`src/rtl/sbox_scheduler.sv`:
```
// Shares one combinational S-box between the state data path (16 bytes) and the
// key schedule (4 bytes). Jobs are processed one byte per clock, with key-schedule jobs taking priority.
//
// state | meaning
// ------+--------------------------------------------------------------
// IDLE  | no byte in flight; arbitrates pending jobs (ks first)
// KS    | streaming key-schedule word bytes through the S-box, fwd mode
// ST    | streaming state bytes through the S-box, latched direction
module sbox_scheduler #(
    parameter int ST_BYTES = 16,
    parameter int KS_BYTES = 4
) (
    input  logic                  clk,
    input  logic                  rst,
    input  logic                  st_start,
    input  logic                  st_mode,
    input  logic [8*ST_BYTES-1:0] st_in,
    output logic [8*ST_BYTES-1:0] st_out,
    output logic                  st_done,
    input  logic                  ks_start,
    input  logic [8*KS_BYTES-1:0] ks_in,
    output logic [8*KS_BYTES-1:0] ks_out,
    output logic                  ks_done,
    output logic                  busy,
    output logic [7:0]            sb_a,
    output logic                  sb_mode,
    input  logic [7:0]            sb_z
);

    localparam int CW = $clog2(ST_BYTES);
    localparam int KW = $clog2(KS_BYTES);

    typedef enum logic [1:0] {
        IDLE = 2'd0,
        KS   = 2'd1,
        ST   = 2'd2
    } state_t;

    state_t        state;
    state_t        state_nxt;
    logic [CW-1:0] cnt;
    logic          ks_pend;
    logic          st_pend;
    logic          st_mode_q;
    logic          ks_last;
    logic          st_last;

    logic [7:0] st_byte [ST_BYTES];
    logic [7:0] st_res  [ST_BYTES];
    logic [7:0] ks_byte [KS_BYTES];
    logic [7:0] ks_res  [KS_BYTES];

    always_ff @(posedge clk) begin
        if (rst) begin
            state <= IDLE;
        end else begin
            state <= state_nxt;
        end
    end

    always_comb begin
        state_nxt = state;
        sb_a      = '0;
        sb_mode   = 1'b1;
        ks_last   = 1'b0;
        st_last   = 1'b0;
        case (state)
            IDLE: begin
                if (ks_pend) begin
                    state_nxt = KS;
                end else if (st_pend) begin
                    state_nxt = ST;
                end
            end
            KS: begin
                sb_a = ks_byte[cnt[KW-1:0]];
                if (cnt == CW'(KS_BYTES - 1)) begin
                    ks_last   = 1'b1;
                    state_nxt = IDLE;
                end
            end
            ST: begin
                sb_a    = st_byte[cnt];
                sb_mode = st_mode_q;
                if (cnt == CW'(ST_BYTES - 1)) begin
                    st_last   = 1'b1;
                    state_nxt = IDLE;
                end
            end
            default: state_nxt = IDLE;
        endcase
    end

    // Pending flags stay set through the last byte, so a start arriving while the
    // channel is still busy is dropped rather than overwriting in-flight data.
    always_ff @(posedge clk) begin
        if (rst) begin
            cnt       <= '0;
            ks_pend   <= 1'b0;
            st_pend   <= 1'b0;
            st_mode_q <= 1'b1;
            ks_done   <= 1'b0;
            st_done   <= 1'b0;
            for (int i = 0; i < ST_BYTES; i++) begin
                st_byte[i] <= '0;
                st_res[i]  <= '0;
            end
            for (int i = 0; i < KS_BYTES; i++) begin
                ks_byte[i] <= '0;
                ks_res[i]  <= '0;
            end
        end else begin
            ks_done <= ks_last;
            st_done <= st_last;
            cnt     <= (state == IDLE || ks_last || st_last) ? '0 : cnt + 1'b1;

            if (state == KS) begin
                ks_res[cnt[KW-1:0]] <= sb_z;
            end
            if (state == ST) begin
                st_res[cnt] <= sb_z;
            end

            if (ks_start && !ks_pend) begin
                ks_pend <= 1'b1;
                for (int i = 0; i < KS_BYTES; i++) begin
                    ks_byte[i] <= ks_in[8*(KS_BYTES-1-i) +: 8];
                end
            end else if (ks_last) begin
                ks_pend <= 1'b0;
            end

            if (st_start && !st_pend) begin
                st_pend   <= 1'b1;
                st_mode_q <= st_mode;
                for (int i = 0; i < ST_BYTES; i++) begin
                    st_byte[i] <= st_in[8*(ST_BYTES-1-i) +: 8];
                end
            end else if (st_last) begin
                st_pend <= 1'b0;
            end
        end
    end

    // Byte 0 sits in the most significant lane.
    always_comb begin
        st_out = '0;
        for (int i = 0; i < ST_BYTES; i++) begin
            st_out[8*(ST_BYTES-1-i) +: 8] = st_res[i];
        end
    end

    always_comb begin
        ks_out = '0;
        for (int i = 0; i < KS_BYTES; i++) begin
            ks_out[8*(KS_BYTES-1-i) +: 8] = ks_res[i];
        end
    end

    assign busy = ks_pend | st_pend | (state != IDLE);

endmodule

```
`config.mk`:
```
export PLATFORM = sky130hd
export DESIGN_NAME = sbox_scheduler
export DESIGN_NICKNAME = d
export VERILOG_FILES = /design/src/rtl/sbox_scheduler.sv
export SDC_FILE = /design/constraint.sdc
export NUM_CORES = 1
export LEC_CHECK = 0
export CAP_MARGIN = 20
export CORE_MARGIN = 2
export CORE_UTILIZATION = 54
export DETAILED_ROUTE_END_ITERATION = 6
export PLACE_DENSITY = 0.85
export SETUP_SLACK_MARGIN = 0.05
export SLEW_MARGIN = 0
export SYNTH_ARGS = -nofsm -noshare
export SYNTH_HDL_FRONTEND = slang
export SYNTH_SLANG_ARGS = --single-unit
```
`constraint.sdc`:
```
create_clock -name clk -period 9.2 [get_ports clk]
set_clock_uncertainty 0.15 [all_clocks]
set_input_delay 2.76 -clock clk [delete_from_list [all_inputs] [get_ports clk]]
set_output_delay 2.76 -clock clk [all_outputs]
set_load 0.02 [all_outputs]
```
==> qor.txt, run 1 <==
die area = 0.02730 mm2
Root Driver = clkbuf_16
GR Util met3 = 4.496%
Hold Crit Endpoint = st_mode_q$_SDFFE_PP1P_
DRT Pass-1 Iters = 5
Die Ht = 165.2 um
layout cells sized above 1 = 7.103%
critical path class = register to output pin
fin crit share = 66.87%
HP Class = register to register
EDFF count, synth = 320
gpl congestion = 0.8924
Compound-Gate Fraction of Synth Area = 1.765%
Worst-Skew Late Latency = 0.55 ns
aggregate global-route resource usage = 24.61%
fillers = 1602
ranking of synthesized cells by area = edfxtp_1 68%, and2_1 12%, mux4_1 3.0%
Clock Sink Count = 331
total nets after synthesis = 1095
largest net degree at the start of global routing = 82
Synth Area in Adders = 0.6240%
outcome = finished, final reports clean
CTS tree = done
CP max FO = 35
htree depth = 1
CP arrival = 3.24 ns
HPWL after DPL = 24330 um
Synth Register Bits = 331
Core Area = 0.02576 mm2
clock transition at the registers of the reported paths = 0.06 ns
Port Buffers = 344
CP Capture Type = output pin
simple-gate share of the synthesized area = 18.09%
met1 global-route usage = 30.01%
initial antenna violation count = 0
Final Max Tran Viols = 0
internal power = 0.002590 W
Netlist cell types = 42
DR vias = 8465
r2r endpoint = st_res[3][7]$_SDFFCE_PN0P_
1st-iter DRT viols = 925
GR Util met2 = 44.30%
worst slew pin tran = 1.050 ns
clock share of power = 33.7%
first-pass GRT wire length = 49000 um
Logic pwr share = 12.5%
Die Wd = 165.2 um
row count = 59
mux cell area share after synthesis = 7.122%
total CTS buffers = 31
post-synthesis async set-or-reset flop share = 0%
Static Leak = 6.758 nW
Remaining Overflow, GRT = 0
top-area cell type share of the netlist area = 68.46%
Net Sw Frac = 23.33%
Fin. Hold Viols = 0
setup slack, reg-to-reg = 6.38 ns
DRT Wirelength = 33900 um
Syn Std Cell Area = 0.01404 mm2
Hold Crit Start = st_mode_q$_SDFFE_PP1P_
max-cap violations = 0
Final min period = 6.152 ns
Initial Utilization = 54.48%
Primary FF master, synth = edfxtp_1
final net count = 1424
wire length per cell = 21.16 um
r2r worst-path depth = 4
most frequent cells in the layout = 343 x clkdlybuf4s50_1, 320 x edfxtp_1, 273 x and2_1
Post-Route Utilization = 72.13%
Vias/cell = 5.284
Routed Antenna Nets = 0
Post-CTS Hold Fix Bufs = 0
launch point of the worst path = cnt[0]$_SDFF_PP0_
Worst setup SP type = register
hold path cells = 1
RSZ-0062 raised after global routing = false
commonest non-fill, non-tap cell in the layout = clkdlybuf4s50_1
vias in the first global route = 8261
Mapped Cells = 915
DRC = 0
Reg power frac = 53.8%
reg2reg start = cnt[1]$_SDFF_PP0_
PostCTS Resize Cnt = 0
FMAX = 162.6 MHz
largest family of logic cells by synthesized area = simple AND/OR/NAND/NOR gates
multi-input logic area = 0.003906 mm2
postcts setup bufs = 0
Worst Path Required = 6.29 ns
global routing's busiest layer = met2
area delta synth->final = 32.40%
Yosys top cell by area = edfxtp_1
Switch Pwr = 0.0007881 W
FF+latch area = 0.009834 mm2
power density over the cells = 181.7 mW/mm2
Setup TNS = 0 ns
worst-case vdd ir drop = 0.1349 mV
ANT cells = 0
Syn Area/Cell = 15.34 um2
IO Count = 345
Clock Tree Buf Depth = 3
post-synthesis xor/xnor area fraction = 0.1248%
YS warnings = 0
Slew HR = 29.80%
final setup vio count = 0
sequential element share of the synthesized area = 70.03%
==> power groups by stage <==
stage	registers, W	logic [W]	clock network, W
2_1_floorplan	0.00186	0.000203	0
4_1_cts	0.00182	0.000422	0.00115
3_3_place_gp	0.00184	0.000411	0
3_5_place_dp	0.00185	0.000419	0
5_1_grt	0.00183	0.000450	0.00121
6_report	0.00182	0.000422	0.00114
==> cells by family (layout without fill, tap and decap cells) <==
group / after synthesis / after routing
AND/OR/NAND/NOR: 416 / 416
flip-flops: 331 / 331
multiplexers: 65 / 65
buffers and inverters: 61 / 413
AO/OA/AOI/OAI: 33 / 33
adder cells (fa/ha/maj): 7 / 7
XOR/XNOR: 2 / 2
==> area by class of cell <==
cell class                 instances  area share, %
clock inverter                    19         0.5386
sequential                       331          52.92
timing repair buffer             350          18.83
inverter                           7         0.1414
tap                              335          2.255
multi-input combinational        523          21.02
clock buffer                      37          4.295
==> metrics by stage <==
stage	instances	setup WS, ns	cell area (um2)	total power (W)	hold WS, ns
detailed placement	1545	3.536	17670	0.002268	0.3341
floorplan	915	2.390	14040	0.002061	0.2943
global placement	1544	3.619	17650	0.002255	0.3150
global route	1602	2.878	18580	0.003489	0.3695
CTS	1601	2.956	18560	0.003393	0.3425
finish	1602	3.048	18580	0.003378	0.3426
==> worst max-delay path, cell delays in order (launching register included) <==
cell and delay, ns:
dfxtp_2 0.95, mux4_1 0.66, mux2i_1 0.29, o211ai_1 0.18
clkdlybuf4s50_1 0.58
==> synth_stat cells (2+ instances only) <==
master,number
mux2i_1,41
nand2_1,10
and3_1,2
nand3_1,19
a31o_2,2
inv_1,7
and2_1,273
nand2b_1,7
or2_2,17
nor2b_1,51
clkbuf_1,35
o211ai_1,8
mux4_1,16
dfxtp_1,11
buf_4,3
nor2_1,24
buf_6,6
a22oi_1,16
edfxtp_1,320
ha_1,7
mux4_2,7
nor3_2,7
buf_2,6
a21oi_1,2
==> registers in the layout, summed over array words and instances (netlist names) <==
name and cells:
st_pend 1, st_mode_q 1, ks_pend 1, ks_byte 32, ks_res 32, st_res 128, ks_done 1, st_done 1
st_byte 128, cnt 4, state 2
==> worst max path at each step <==
stage                                   to  depth (start not counted)
6_report                           sb_a[3]                          4
5_1_grt                            sb_a[7]                          5
4_1_cts                            sb_a[3]                          4
3_5_place_dp                       sb_a[3]                          4
3_3_place_gp                       sb_a[1]                          4
2_1_floorplan  st_byte[0][0]$_SDFFCE_PN0P_                          2
==> layer usage <==
layer	up-vias	share of wire, %
met3	71	9.1
li1	3936	-
met5	-	0
met4	0	3.2
met2	489	52
met1	3969	36
Power figures use the tool's default switching activity.
==> run 2, diff against run 1 <==
--- a/config.mk
+++ b/config.mk
@@ -7,9 +7,9 @@
 export LEC_CHECK = 0
 export CAP_MARGIN = 20
 export CORE_MARGIN = 2
-export CORE_UTILIZATION = 54
+export CORE_UTILIZATION = 45
 export DETAILED_ROUTE_END_ITERATION = 6
-export PLACE_DENSITY = 0.85
+export PLACE_DENSITY = 0.76
 export SETUP_SLACK_MARGIN = 0.05
 export SLEW_MARGIN = 0
 export SYNTH_ARGS = -nofsm -noshare
==> constraint.sdc (replaced) <==
create_clock -name clk -period 5.6 [get_ports clk]
set_clock_uncertainty 0.15 [all_clocks]
set_input_delay 1.68 -clock clk [delete_from_list [all_inputs] [get_ports clk]]
set_output_delay 1.68 -clock clk [all_outputs]
set_load 0.02 [all_outputs]
==> run 2 against run 1 <==
Compared with the run above:
- setup slack got worse by 2.5 ns
- combinational power rose by 65%
- die area rose by 19%
- clock power rose by 100%
- critical path depth did not move
- non-clock buffer count rose by 3
- sequential share of layout area fell by 1.0 points
- register-to-register slack got worse by 3.6 ns
- total power rose by 77%
- via count fell by 0.80%
- sequential power rose by 64%
- largest cell class unchanged
==> qor.txt, run 2 (synthesis gave the netlist of run 1 again) <==
outcome = finished, final reports clean (unchanged)
Static Leak = 6.907 nW (was 6.758 nW)
Switch Pwr = 0.001333 W (was 0.0007881 W)
worst slew pin tran = 0.9932 ns (was 1.050 ns)
final net count = 1430 (was 1424)
area delta synth->final = 34.98% (was 32.40%)
die area = 0.03262 mm2 (was 0.02730 mm2)
Worst path depth = 4 (unchanged)
r2r worst-path depth = 4 (unchanged)
max-cap violations = 0 (unchanged)
setup slack, reg-to-reg = 2.74 ns (was 6.38 ns)
power density over the cells = 315.2 mW/mm2 (was 181.7 mW/mm2)
RSZ-0062 raised after global routing = false (unchanged)
r2r endpoint = st_res[11][3]$_SDFFCE_PN0P_ (was st_res[3][7]$_SDFFCE_PN0P_)
Port Buffers = 344 (unchanged)
area post-placement = 0.01778 mm2 (was 0.01767 mm2)
Slew HR = 33.58% (was 29.80%)
Remaining Overflow, GRT = 0 (unchanged)
first-pass GRT wire length = 51280 um (was 49000 um)
Top delay family on crit path = multiplexers (was flip-flops)
Die Wd = 180.6 um (was 165.2 um)
critical path class = register to output pin (unchanged)
clock share of power = 38.4% (was 33.7%)
Reg power frac = 49.9% (was 53.8%)
CP max FO = 35 (unchanged)
Worst-Skew Late Latency = 0.51 ns (was 0.55 ns)
Clock Sink Count = 331 (unchanged)
Logic pwr share = 11.7% (was 12.5%)
htree depth = 2 (was 1)
DRC = 0 (unchanged)
DRT Pass-1 Iters = 5 (unchanged)
aggregate global-route resource usage = 20.83% (was 24.61%)
launch point of the worst path = cnt[0]$_SDFF_PP0_ (unchanged)
clock transition at the registers of the reported paths = 0.07 ns (was 0.06 ns)
vias in the first global route = 8466 (was 8261)
row count = 64 (was 59)
1st-iter DRT viols = 704 (was 925)
slowest stage delay, CP = 0.96 ns (was 0.95 ns)
Routed Antenna Nets = 0 (unchanged)
Setup TNS = 0 ns (unchanged)
buffers plus inverters on the worst setup path = 1 (unchanged)
IO Count = 345 (unchanged)
Worst setup SP type = register (unchanged)
ANT cells = 0 (unchanged)
postcts setup bufs = 0 (unchanged)
HPWL after DPL = 24720 um (was 24330 um)
Final min period = 5.091 ns
Net Sw Frac = 22.33% (was 23.33%)
finished layout cell area = 0.01895 mm2 (was 0.01858 mm2)
gpl congestion = 0.8573 (was 0.8924)
Final Max Tran Viols = 0 (unchanged)
DRT Wirelength = 34220 um (was 33900 um)
CP arrival = 3.26 ns (was 3.24 ns)
Fin. Hold Viols = 0 (unchanged)
HP Class = register to register (unchanged)
reg2reg start = cnt[0]$_SDFF_PP0_ (was cnt[1]$_SDFF_PP0_)
largest net degree at the start of global routing = 74 (was 82)
Root Driver = clkbuf_16 (unchanged)
Core Area = 0.03067 mm2 (was 0.02576 mm2)
Vias/cell = 5.025 (was 5.284)
Die Ht = 180.6 um (was 165.2 um)
final setup vio count = 0 (unchanged)
CTS tree = done (unchanged)
FMAX = 196.4 MHz
Clock Tree Buf Depth = 3 (unchanged)
CP cell instances = mux4_1, mux2i_1, o211ai_1, clkdlybuf4s50_1 (unchanged)
Initial Utilization = 45.77% (was 54.48%)
wire length per cell = 20.48 um (was 21.16 um)
CP Capture Point = sb_a[1] (was sb_a[3])
layout cells sized above 1 = 7.843% (was 7.103%)
commonest non-fill, non-tap cell in the layout = clkdlybuf4s50_1 (unchanged)
Critical Path Slowest Stage Cell = dfxtp_2 (unchanged)
total CTS buffers = 34 (was 31)
Post-CTS Hold Fix Bufs = 0 (unchanged)
PostCTS Resize Cnt = 0 (unchanged)
CP Capture Type = output pin (unchanged)
DR vias = 8397 (was 8465)
fin crit share = 90.91%
Worst Path Required = 3.77 ns (was 6.29 ns)
Top Registers = st_byte x128, st_res x128 (unchanged)
initial antenna violation count = 0 (unchanged)
worst-case vdd ir drop = 0.1874 mV (was 0.1349 mV)
most frequent cells in the layout = 343 x clkdlybuf4s50_1, 320 x edfxtp_1, 273 x and2_1 (unchanged)
internal power = 0.004638 W (was 0.002590 W)
run 2: worst min path at each step:
stage | start | end | depth (start not counted)
floorplan | st_pend$_SDFFE_PP0P_ | st_pend$_SDFFE_PP0P_ | 2
global placement | st_pend$_SDFFE_PP0P_ | st_pend$_SDFFE_PP0P_ | 2
detailed placement | st_pend$_SDFFE_PP0P_ | st_pend$_SDFFE_PP0P_ | 2
CTS | state[1]$_SDFFE_PP0P_ | state[1]$_SDFFE_PP0P_ | 2
global route | st_mode_q$_SDFFE_PP1P_ | st_mode_q$_SDFFE_PP1P_ | 1
finish | state[1]$_SDFFE_PP0P_ | state[1]$_SDFFE_PP0P_ | 2
run 2: final cells by class:
cell class / count / area [um2]
multi-input cells: 523 / 3906
inverters: 7 / 26.28
flip-flops and latches: 331 / 9834
fillers: 2251 / 11720
clock buffers: 44 / 952.2
repair buffers: 353 / 3535
clock inverters: 17 / 196.4
well taps: 396 / 495.5
run 2: per-layer routing:
layer	GRT usage (%)	vias up	wire length [um]
met5	0	-	0
met4	4.194	0	531
met3	4.103	43	2604
met2	36.34	417	17350
met1	27.26	3985	13730
li1	-	3952	-
run 2: stage by stage:
stage | hold WS, ns | setup slack (ns) | std cells | power, W | util, %
floorplan | 0.2943 | 1.366 | 915 | 0.003381 | -
global placement | 0.3070 | 1.052 | 1608 | 0.003717 | 57.93
detailed placement | 0.3146 | 0.9979 | 1609 | 0.003731 | 57.96
CTS | 0.3387 | 0.4343 | 1670 | 0.006013 | 61.71
global route | 0.3488 | 0.3528 | 1671 | 0.006175 | 61.77
finish | 0.3350 | 0.5089 | 1671 | 0.005972 | 61.77
run 2: power groups by stage:
stage / Combinational (W) / Clock (W) / Sequential (W)
after global placement: 0.000686 / 0 / 0.00303
after global routing: 0.000748 / 0.00243 / 0.00299
after detailed placement: 0.000699 / 0 / 0.00303
after floorplan: 0.000333 / 0 / 0.00305
final: 0.000698 / 0.00229 / 0.00298
after CTS: 0.000702 / 0.00233 / 0.00298
run 2: worst reg2reg max path: cells and delay by family, from the launching register on:
kind	cells	cell delay, ns
adder cells (fa/ha/maj)	1	0.42
AND/OR/NAND/NOR	3	1.02
flip-flops	1	0.96
==> run 3, diff against run 2 <==
--- a/config.mk
+++ b/config.mk
@@ -8,10 +8,11 @@
 export CAP_MARGIN = 20
 export CORE_MARGIN = 2
 export CORE_UTILIZATION = 45
+export CTS_BUF_LIST = sky130_fd_sc_hd__clkbuf_8 sky130_fd_sc_hd__clkbuf_16
 export DETAILED_ROUTE_END_ITERATION = 6
 export PLACE_DENSITY = 0.76
 export SETUP_SLACK_MARGIN = 0.05
-export SLEW_MARGIN = 0
+export SLEW_MARGIN = 20
 export SYNTH_ARGS = -nofsm -noshare
 export SYNTH_HDL_FRONTEND = slang
 export SYNTH_SLANG_ARGS = --single-unit
==> run 3 against run 2 <==
Compared with the run above:
- combinational power about the same
- critical path type unchanged
- largest power group unchanged
- clock-buffer cell count shrank 8
- global-route usage up 0.12 points
==> qor.txt, run 3 (synthesis gave the netlist of run 1 again) <==
outcome = finished, final reports clean (unchanged)
Routed Antenna Nets = 0 (unchanged)
CP cell instances = mux4_1, mux2i_1, o211ai_1, clkdlybuf4s50_1 (unchanged)
Worst-Skew Late Latency = 0.51 ns (about the same)
Die Wd = 180.6 um (unchanged)
reg2reg start = cnt[0]$_SDFF_PP0_ (unchanged)
clock transition at the registers of the reported paths = 0.06 ns (was 0.07 ns)
DR vias = 8422 (was 8397)
slowest stage delay, CP = 0.98 ns (was 0.96 ns)
wire length per cell = 20.60 um (was 20.48 um)
first-pass GRT wire length = 51560 um (was 51280 um)
Setup TNS = 0 ns (unchanged)
Vias/cell = 5.034 (was 5.025)
IO Count = 345 (unchanged)
finished layout cell area = 0.01897 mm2 (was 0.01895 mm2)
CP Capture Type = output pin (unchanged)
DRT Wirelength = 34470 um (was 34220 um)
worst-case vdd ir drop = 0.1775 mV (was 0.1874 mV)
Critical Path Slowest Stage Cell = dfxtp_2 (unchanged)
Final min period = 5.085 ns (was 5.091 ns)
Worst Path Required = 3.77 ns (about the same)
RSZ-0062 raised after global routing = false (unchanged)
Worst setup SP type = register (unchanged)
power density over the cells = 317.7 mW/mm2 (was 315.2 mW/mm2)
htree depth = 2 (unchanged)
CP arrival = 3.25 ns (was 3.26 ns)
worst slew pin tran = 1.006 ns (was 0.9932 ns)
die area = 0.03262 mm2 (unchanged)
area delta synth->final = 35.12% (was 34.98%)
Hold Crit Start = st_pend$_SDFFE_PP0P_ (was state[1]$_SDFFE_PP0P_)
1st-iter DRT viols = 843 (was 704)
vias in the first global route = 8595 (was 8466)
r2r endpoint = st_res[11][5]$_SDFFCE_PN0P_ (was st_res[11][3]$_SDFFCE_PN0P_)
row count = 64 (unchanged)
critical path class = register to output pin (unchanged)
CP max FO = 35 (unchanged)
Port Buffers = 344 (unchanged)
hold path cells = 2 (unchanged)
initial antenna violation count = 1 (was 0)
DRC = 0 (unchanged)
Post-Route Utilization = 61.84% (was 61.77%)
gpl congestion = 0.8573 (unchanged)
Top Registers = st_byte x128, st_res x128 (unchanged)
Core Area = 0.03067 mm2 (unchanged)
final setup vio count = 0 (unchanged)
Fin. Hold Viols = 0 (unchanged)
Top delay family on crit path = multiplexers (unchanged)
Static Leak = 6.934 nW (was 6.907 nW)
HP Class = register to register (unchanged)
fillers = 2276 (was 2251)
DRT Pass-1 Iters = 5 (unchanged)
max-cap violations = 0 (unchanged)
layout cells sized above 1 = 7.994% (was 7.843%)
total CTS buffers = 35 (was 34)
most frequent cells in the layout = 343 x clkdlybuf4s50_1, 320 x edfxtp_1, 273 x and2_1 (unchanged)
Final Max Tran Viols = 0 (unchanged)
post-route insts no fill = 1673 (was 1671)
aggregate global-route resource usage = 20.95% (was 20.83%)
Remaining Overflow, GRT = 0 (unchanged)
CTS tree = done (unchanged)
Post-CTS Hold Fix Bufs = 0 (unchanged)
Clock Sink Count = 331 (unchanged)
Die Ht = 180.6 um (unchanged)
buffers plus inverters on the worst setup path = 1 (unchanged)
FMAX = 196.7 MHz (was 196.4 MHz)
Hold Crit Endpoint = st_pend$_SDFFE_PP0P_ (was state[1]$_SDFFE_PP0P_)
largest net degree at the start of global routing = 74 (unchanged)
Initial Utilization = 45.77% (unchanged)
commonest non-fill, non-tap cell in the layout = clkdlybuf4s50_1 (unchanged)
postcts setup bufs = 0 (unchanged)
Root Driver = clkbuf_16 (unchanged)
setup slack, reg-to-reg = 2.70 ns (was 2.74 ns)
Inst Count DP = 1608 (was 1609)
area post-placement = 0.01777 mm2 (was 0.01778 mm2)
final net count = 1430 (unchanged)
PostCTS Resize Cnt = 0 (unchanged)
HPWL after DPL = 24780 um (was 24720 um)
Slew HR = 32.70% (was 33.58%)
Clock Tree Buf Depth = 3 (unchanged)
fin crit share = 90.80% (was 90.91%)
r2r worst-path depth = 4 (unchanged)
-- run 3: power breakdown --
group,switching (W),internal [W],leakage [nW]
registers,0.0000897,0.00289,3.46
clock network,0.000940,0.00141,0.594
logic,0.000345,0.000352,2.88
-- run 3: through the flow --
stage / worst slack, ns / hold slack (ns) / power, W
global placement: 1.052 / 0.3070 / 0.003717
detailed placement: 0.9994 / 0.3146 / 0.003731
global route: 0.3796 / 0.3559 / 0.006226
floorplan: 1.366 / 0.2943 / 0.003381
CTS: 0.4380 / 0.3234 / 0.006068
finish: 0.5151 / 0.3277 / 0.006025
-- run 3: per-layer routing --
layer  routed length, um  part of all wire, %  global-route usage, %
met1               13860                   40                  26.95
met2               17290                   50                  36.15
met3                2623                  7.6                  4.466
met4                 700                  2.0                  5.613
met5                   0                    0                      0
-- run 3: how the worst max path moves through the flow --
stage	start	end	slack (ns)	depth (start not counted)
floorplan	rst	st_byte[0][0]$_SDFFCE_PN0P_	1.37	2
global placement	cnt[0]$_SDFF_PP0_	sb_a[0]	1.05	4
detailed placement	cnt[0]$_SDFF_PP0_	sb_a[0]	1.0	4
CTS	cnt[0]$_SDFF_PP0_	sb_a[0]	0.44	4
global route	cnt[0]$_SDFF_PP0_	sb_a[1]	0.38	4
finish	cnt[0]$_SDFF_PP0_	sb_a[2]	0.52	4
-- run 3: cell type report --
cell class              instances  area, um2  share of cell area [%]
clock inverters                27      274.0                   1.445
multi-input cells             523       3909                   20.61
flip-flops and latches        331       9834                   51.85
repair buffers                352       3523                   18.58
inverters                       7      26.28                  0.1385
well taps                     396      495.5                   2.612
diodes                          1      2.502                 0.01319
clock buffers                  36      900.9                   4.750
-- run 3: worst register-to-register path: stages, from the launching register on --
cell and delay [ns]:
dfxtp_2 0.98, ha_1 0.42, nand2_1 0.24, nor2_1 0.47
or2_2 0.33
